**src/rtl/cam_capture_rgb332.sv**
```systemverilog
`default_nettype none
// ============================================================================
//  Module   : cam_capture_rgb332
//  Brief    : Captures RGB565 camera frames (two bytes per pixel, high byte
//             first) and writes them to a frame buffer as RGB332 pixels,
//             one write per pixel, in single-shot or continuous mode.
//  Revision : 1.0 - initial release
// ============================================================================
module cam_capture_rgb332 #(
    parameter int AW    = 15,   // frame-buffer address width
    parameter int DW    = 8,    // frame-buffer pixel width (RGB332)
    parameter int IMG_W = 160,  // pixels per line
    parameter int IMG_H = 120   // lines per frame
) (
    input  logic          pclk,
    input  logic          rst_n,
    input  logic          init,
    input  logic          cont,
    input  logic          vsync,
    input  logic          href,
    input  logic [7:0]    px_data,
    output logic [AW-1:0] mem_px_addr,
    output logic [DW-1:0] mem_px_data,
    output logic          px_wr,
    output logic          frame_done,
    output logic          busy,
    output logic          overflow
);

    // One bit wider than the address so the counter can hold the full pixel
    // count even when IMG_W*IMG_H == 2**AW.
    localparam logic [AW:0] c_NUM_PIX = (AW+1)'(IMG_W * IMG_H);

    typedef enum logic [1:0] {
        S_IDLE      = 2'd0,
        S_WAIT_VS   = 2'd1,
        S_WAIT_FALL = 2'd2,
        S_CAPTURE   = 2'd3
    } state_t;

    state_t          r_state;
    logic            r_vs_d;
    logic            r_phase;     // 0: expecting high byte, 1: expecting low byte
    logic [2:0]      r_red;       // R[2:0] taken from the high byte
    logic [2:0]      r_grn;       // G[2:0] taken from the high byte
    logic [AW:0]     r_pix_cnt;   // pixels written in the current frame

    logic            w_vs_rise;
    logic            w_vs_fall;
    logic [DW-1:0]   w_pixel;

    assign w_vs_rise = vsync & ~r_vs_d;
    assign w_vs_fall = ~vsync & r_vs_d;

    // Low byte completes the pixel: keep the top two blue bits.
    assign w_pixel = DW'({r_red, r_grn, px_data[4:3]});

    // frame_done must coincide with the vsync rise itself, so it is decoded
    // from the live edge rather than registered.
    assign frame_done = (r_state == S_CAPTURE) && w_vs_rise;
    assign busy       = (r_state != S_IDLE);

    // Delay vsync by one clock for edge detection.
    always_ff @(posedge pclk or negedge rst_n) begin
        if (!rst_n) begin
            r_vs_d <= 1'b0;
        end else begin
            r_vs_d <= vsync;
        end
    end

    // Capture state machine with byte pairing, pixel counting and the
    // registered frame-buffer write port.
    always_ff @(posedge pclk or negedge rst_n) begin
        if (!rst_n) begin
            r_state     <= S_IDLE;
            r_phase     <= 1'b0;
            r_red       <= 3'd0;
            r_grn       <= 3'd0;
            r_pix_cnt   <= '0;
            mem_px_addr <= '0;
            mem_px_data <= '0;
            px_wr       <= 1'b0;
            overflow    <= 1'b0;
        end else begin
            // Write strobe is a single-cycle pulse unless re-armed below.
            px_wr <= 1'b0;

            case (r_state)
                S_IDLE: begin
                    r_phase <= 1'b0;
                    if (init) begin
                        r_state <= S_WAIT_VS;
                    end
                end

                S_WAIT_VS: begin
                    r_phase <= 1'b0;
                    if (w_vs_rise) begin
                        r_state <= S_WAIT_FALL;
                    end
                end

                S_WAIT_FALL: begin
                    r_phase <= 1'b0;
                    if (w_vs_fall) begin
                        r_state   <= S_CAPTURE;
                        r_pix_cnt <= '0;
                        overflow  <= 1'b0;
                    end
                end

                S_CAPTURE: begin
                    if (!href) begin
                        // A dangling high byte at line end is simply dropped.
                        r_phase <= 1'b0;
                    end else begin
                        r_phase <= ~r_phase;
                        if (!r_phase) begin
                            r_red <= px_data[7:5];
                            r_grn <= px_data[2:0];
                        end else if (r_pix_cnt < c_NUM_PIX) begin
                            px_wr       <= 1'b1;
                            mem_px_data <= w_pixel;
                            mem_px_addr <= r_pix_cnt[AW-1:0];
                            r_pix_cnt   <= r_pix_cnt + 1'b1;
                        end else begin
                            // Frame longer than the buffer: hold count, flag it.
                            overflow <= 1'b1;
                        end
                    end

                    // A low byte arriving with the vsync rise is still
                    // written above; only the state moves on.
                    if (w_vs_rise) begin
                        r_state <= cont ? S_WAIT_FALL : S_IDLE;
                    end
                end

                default: begin
                    r_state <= S_IDLE;
                end
            endcase
        end
    end

endmodule
`default_nettype wire

```
**config.mk**
```make
export PLATFORM = sky130hd
export DESIGN_NAME = cam_capture_rgb332
export DESIGN_NICKNAME = d
export VERILOG_FILES = /design/src/rtl/cam_capture_rgb332.sv
export SDC_FILE = /design/constraint.sdc
export NUM_CORES = 1
export LEC_CHECK = 0
export BUFFER_PORTS_ARGS = -buffer_cell sky130_fd_sc_hd__buf_2
export CAP_MARGIN = 30
export CORE_ASPECT_RATIO = 0.7
export CORE_UTILIZATION = 45
export DETAILED_ROUTE_END_ITERATION = 7
export GPL_ROUTABILITY_DRIVEN = 0
export MAX_ROUTING_LAYER = met4
export PLACE_DENSITY = 0.72
export SYNTH_ARGS = -nofsm -noshare
export SYNTH_HDL_FRONTEND = slang
export SYNTH_SLANG_ARGS = --single-unit
export TNS_END_PERCENT = 5
```
**constraint.sdc**
```tcl
create_clock -name pclk -period 1.94 [get_ports pclk]
set_input_delay 0.291 -clock pclk [delete_from_list [all_inputs] [get_ports pclk]]
set_output_delay 0.291 -clock pclk [all_outputs]
set_load 0.01 [all_outputs]
```
==> flow_summary.ini, run 1 <==
[worst_setup_path]
critPathSlowestCell = dfrtp_1
cp_max_fo = 13
worstPathRequired_ns = 2.14
critPathLaunch = r_pix_cnt[9]
critical_path.top_delay_family = compound AO/OA/AOI/OAI gates
critPathLaunchType = register
crit_type = reg2reg
path_buf_inv = 1
cp-end-kind = register
cpPeakStageDelay_ns = 0.44
worstPathCellList = a21o_1 -> a2111oi_4 -> buf_4 -> mux2_2
reg2reg_slack_ns = 0.11
cp_data_arrival_time_ns = 2.03
regToRegStartpoint = r_pix_cnt[9]

[place]
dp_slack_ns = 0.1042
place_hpwl_um = 3001
portBuffers = 40
place_area_mm2 = 0.002590

[sta]
tns_ns = 0
clock_skew_ns = 0.01020
fin_crit_ns = 1.832
finalSetupViolCount = 0
whs_ns = 0.06844
fin_ws_ns = 0.1078
hold_violations = 0
fmax_ghz = 0.5458
rsz0062_at_grt = no
fin_crit_sh = 0.9444
worst_slew_pin_slew_ns = 0.6096
slew_viol_final = 0
relSlewSlack = 0.5936

[grt]
grt_pass1_wl_um = 7196
overflow = 0
grt_usage = 0.1847
grt_pass1_vias = 1530
grt_max_degree = 52
grt_antenna_before_repair = 0

[finish]
multi_input_area_um2 = 902.1
drive_gt1_frac = 0.3510
finalInstanceArea_mm2 = 0.002705
area_growth_pct = 20.51
fill_cells = 432
final_nets = 259
regArea_mm2 = 0.001276
antenna_cells = 0

[logic_synthesis]
yosys.area.top_type_share = 0.5686
synthArstFlopShare = 1.000
netlist_instances = 193
synth_ff_type = dfrtp_1
synth_common_cells = 51 x dfrtp_1, 23 x mux2_2, 22 x nand2_1
synthesis.nets = 208
ys_seq_area_frac = 0.5686
post-synth-top-count-cell = dfrtp_1
yosysUniqueCellTypes = 38
syn_area_mm2 = 0.002245
synth.top_cells.by_area = dfrtp_1 57%, mux2_2 12%, nand2_1 3.7%
yosysWarnings = 0
ys_ff_latch = 51
syn_avg_cell_area_um2 = 11.63
synth_edf_count = 0
synth_top_area_cell = dfrtp_1

[cts]
post_cts_buffers = 0
cts.sinks = 51
clk_pin_slew_ns = 0.09
cts_made_buffers = 5
cts_max_level = 2
cts_hold_buf = 0
clock_path_buffers = 2
clockRootBuffer = clkbuf_8
insertion_delay_ns = 0.31
cts_tree = built
postCtsResizedCells = 0

[drt]
maxUsedRoutingLayer = met4
wl_per_cell_um = 13.66
wl_um = 4288
vias_per_cell = 5.382
ant_nets = 0
drtIter0Drc = 86
first_pass_iters = 4
wl_met1_um = 2125
wl_met2_um = 1905
num_vias = 1690
wl_met3_um = 206
drc = 0

[die]
die_area_mm2 = 0.005279
coreArea_mm2 = 0.004782
ios = 41
rows = 21
die_height_um = 61.09
initial_utilization = 0.4694
die_w_um = 86.42

[power]
vdd_ir_drop_max_mv = 0.5616
p_leak_nw = 1.390
power-per-cell-area_mw_per_mm2 = 1096

[job]
cap_violations = 0

[run_status]
status = completed

[worst_hold_path]
hp-class = in2async
logic make-up after synthesis:
kind of cell | count (synthesis) | share of synthesized area
compound gates | 38 | 0.1249
fa+ha+maj | 1 | 0.005573
buf+inv | 14 | 0.02954
flops | 51 | 0.5686
mux | 24 | 0.1198
simple gates | 65 | 0.1516
sequential cells by signal (all words and copies together) (netlist names):
| register | count |
|---|---|
| r_state | 2 |
| mem_px_data | 8 |
| r_pix_cnt | 16 |
| r_vs_d | 1 |
| px_wr | 1 |
| mem_px_addr | 15 |
| r_grn | 3 |
| r_red | 3 |
| r_phase | 1 |
| overflow | 1 |
per-layer routing:
layer,vias up,global-route usage
li1,812,-
met1,831,0.2547
met3,7,0.04424
met2,40,0.2710
met4,0,0.05952
met5,-,-
path summary, 6_finish.rpt:
path,end,cells after the start
min in group pclk,r_vs_d,1
min reg2reg,r_red[0],2
max reg2reg,mem_px_addr[0],4
max,mem_px_addr[0],4
min,mem_px_addr[8],2
max in group asynchronous,r_vs_d,2
cell type report:
| cell class | instances | area share |
|---|---|---|
| flip-flops and latches | 51 | 0.4718 |
| multi-input cells | 128 | 0.3335 |
| repair buffers | 52 | 0.1119 |
| well taps | 69 | 0.03191 |
| clock buffers | 5 | 0.02544 |
| clock inverters | 3 | 0.01711 |
| inverters | 6 | 0.008326 |
metrics by stage:
step,util,std cells,total power [mW]
finish,0.5657,314,2.964
detailed placement,0.5416,306,2.245
CTS,0.5657,314,2.992
global route,0.5657,314,3.156
floorplan,-,193,1.936
global placement,0.5416,306,2.228
placed cells by master (no fill, tap or decap), types with 2 or more instances in the layout:
cell      instances
buf_4            11
nor4_1            4
a41oi_1           3
clkbuf_8          5
dfrtp_1          51
nand3_1          10
mux2_2           23
nand4_1           4
inv_1             6
a211o_1           4
buf_2            40
nand2b_1          2
and4_1            4
nand2_1          22
and2_1            4
a31oi_1           7
and3_1            6
nor2_1            6
a21oi_1          10
o21ai_0           2
power by group:
group / switching (mW) / internal [mW]
registers: 0.161 / 1.30
clock network: 0.353 / 0.388
logic: 0.400 / 0.365
worst register-to-register path, cell delays in order (launching register included):
cell	delay [ns]
dfrtp_1	0.44
a21o_1	0.22
a2111oi_4	0.43
buf_4	0.28
mux2_2	0.36
Power figures use the tool's default switching activity.
==> run 2: changes to the inputs <==
BUFFER_PORTS_ARGS = unset   (was -buffer_cell sky130_fd_sc_hd__buf_2)
CORE_MARGIN = 4   (was unset)
DONT_BUFFER_PORTS = 1   (was unset)
PLACE_DENSITY = 0.63   (was 0.72)
clock period = 2.13 ns   (was 1.94 ns; I/O delays follow)
==> run 2 against run 1 <==
Net effect:
- combinational power down 31%
- highest routed layer unchanged
- total power down 11%
- global-route usage down 1.1 points
- critical path type unchanged
- critical endpoint is now mem_px_data[5]
- core utilization down 4.7 points
- setup slack better by 0.054 ns
- largest power group unchanged
==> flow_summary.ini, run 2 (synthesis gave the netlist of run 1 again) <==
[worst_setup_path]
cpPeakStageDelay_ns = 0.47
endpoint = mem_px_data[5]
r2r-end = mem_px_data[5]
cp-end-kind = register
critPathLaunchType = register
cp_max_fo = 24
cp_data_arrival_time_ns = 2.16
critPathLaunch = r_pix_cnt[8]
worstPathRequired_ns = 2.32
worstPathCellList = a21o_1 -> a2111oi_4 -> buf_4 -> mux2_2
critPathSlowestCell = dfrtp_1
rr_worst_depth = 4
cp.depth = 4
reg2reg_slack_ns = 0.16
path_buf_inv = 1
crit_type = reg2reg
regToRegStartpoint = r_pix_cnt[8]
critical_path.top_delay_family = compound AO/OA/AOI/OAI gates

[grt]
grt_antenna_before_repair = 0
overflow = 0
grt_max_degree = 52
grt_usage = 0.1733
grt_pass1_vias = 1550
grt_pass1_wl_um = 7990

[die]
die_w_um = 92.42
coreArea_mm2 = 0.004808
ios = 41
die_height_um = 67.09
rows = 21
initial_utilization = 0.4668
die_area_mm2 = 0.006200

[power]
internal_power_mw = 1.814
seqPwrFrac = 0.537
vdd_ir_drop_max_mv = 0.5456
switching_share = 0.3128
switching_power_mw = 0.8257
p_leak_nw = 1.198
pwr-share-clk = 0.262
combPwrFrac = 0.201
total_power_mw = 2.639
power-per-cell-area_mw_per_mm2 = 1058

[sta]
fin_crit_ns = 1.968
finalSetupViolCount = 0
slew_viol_final = 0
fin_ws_ns = 0.1623
worst_slew_pin_slew_ns = 0.5146
relSlewSlack = 0.6549
whs_ns = 0.03381
fmax_ghz = 0.5082
rsz0062_at_grt = no
hold_violations = 0
fin_crit_sh = 0.9238
tns_ns = 0
clock_skew_ns = 0.01091

[drt]
ant_nets = 0
drtIter0Drc = 118
vias_per_cell = 5.860
drc = 0
wl_per_cell_um = 17.35
wl_um = 4701
first_pass_iters = 4
num_vias = 1588

[cts]
cts_max_level = 2
clock_path_buffers = 2
clk_pin_slew_ns = 0.09
postCtsResizedCells = 0
cts_hold_buf = 2
cts.sinks = 51
clockRootBuffer = clkbuf_8
cts_tree = built
cts_made_buffers = 5
insertion_delay_ns = 0.31
post_cts_buffers = 0

[place]
place_area_mm2 = 0.002340
place_hpwl_um = 3379
portBuffers = 0
post-place-cells = 261
dp_slack_ns = 0.1999

[worst_hold_path]
hp-class = in2reg
hold_path_depth = 0

[finish]
largest_register_ffs = 16
antenna_cells = 0
mostFrequentLayoutCells = 51 x dfrtp_1, 23 x mux2_2, 22 x nand2_1
reg_top3 = r_pix_cnt (16), mem_px_addr (15), mem_px_data (8)
drive_gt1_frac = 0.2079
final_nets = 216
layout.cells.most_common = dfrtp_1
regMostFlops = r_pix_cnt
area_growth_pct = 11.15
final_core_util = 0.5189
finalInstanceArea_mm2 = 0.002495
instances_no_fill = 271

[run_status]
status = completed

[job]
cap_violations = 0
## run 2: worst reg2reg max path: cells and delay by family (launching register included)
| kind | cells | cell delay, ns |
|---|---|---|
| buffers and inverters | 1 | 0.34 |
| multiplexers | 1 | 0.38 |
| AO/OA/AOI/OAI | 2 | 0.64 |
| flip-flops | 1 | 0.47 |
## run 2: worst min path at each step
stage / to / from
6_report: r_vs_d / vsync
5_1_grt: r_vs_d / vsync
4_1_cts: r_vs_d / vsync
3_5_place_dp: mem_px_addr[11] / rst_n
3_3_place_gp: mem_px_addr[8] / rst_n
2_1_floorplan: mem_px_addr[0] / rst_n
## run 2: power groups by stage
stage	Sequential [mW]	Clock [mW]	Combinational, mW
after floorplan	1.36	0	0.403
after CTS	1.42	0.712	0.535
after global routing	1.45	0.754	0.609
after global placement	1.42	0	0.481
final	1.42	0.692	0.531
after detailed placement	1.44	0	0.506
## run 2: layout make-up
| type | count | area (µm²) |
|---|---|---|
| multi-input combinational | 128 | 902.1 |
| tap | 69 | 86.33 |
| inverter | 6 | 22.52 |
| timing repair buffer | 9 | 90.09 |
| sequential | 51 | 1276 |
| clock inverter | 2 | 35.03 |
| clock buffer | 6 | 82.58 |
| fill | 425 | 2313 |
## run 2: per-layer routing
| layer | share of wire | wire length (µm) | vias up | track usage |
|---|---|---|---|---|
| li1 | - | - | 727 | - |
| met1 | 0.44 | 2063 | 800 | 0.2206 |
| met2 | 0.48 | 2253 | 55 | 0.2656 |
| met3 | 0.070 | 331 | 6 | 0.05192 |
| met4 | 0.011 | 52 | 0 | 0.06111 |
| met5 | 0 | 0 | - | - |
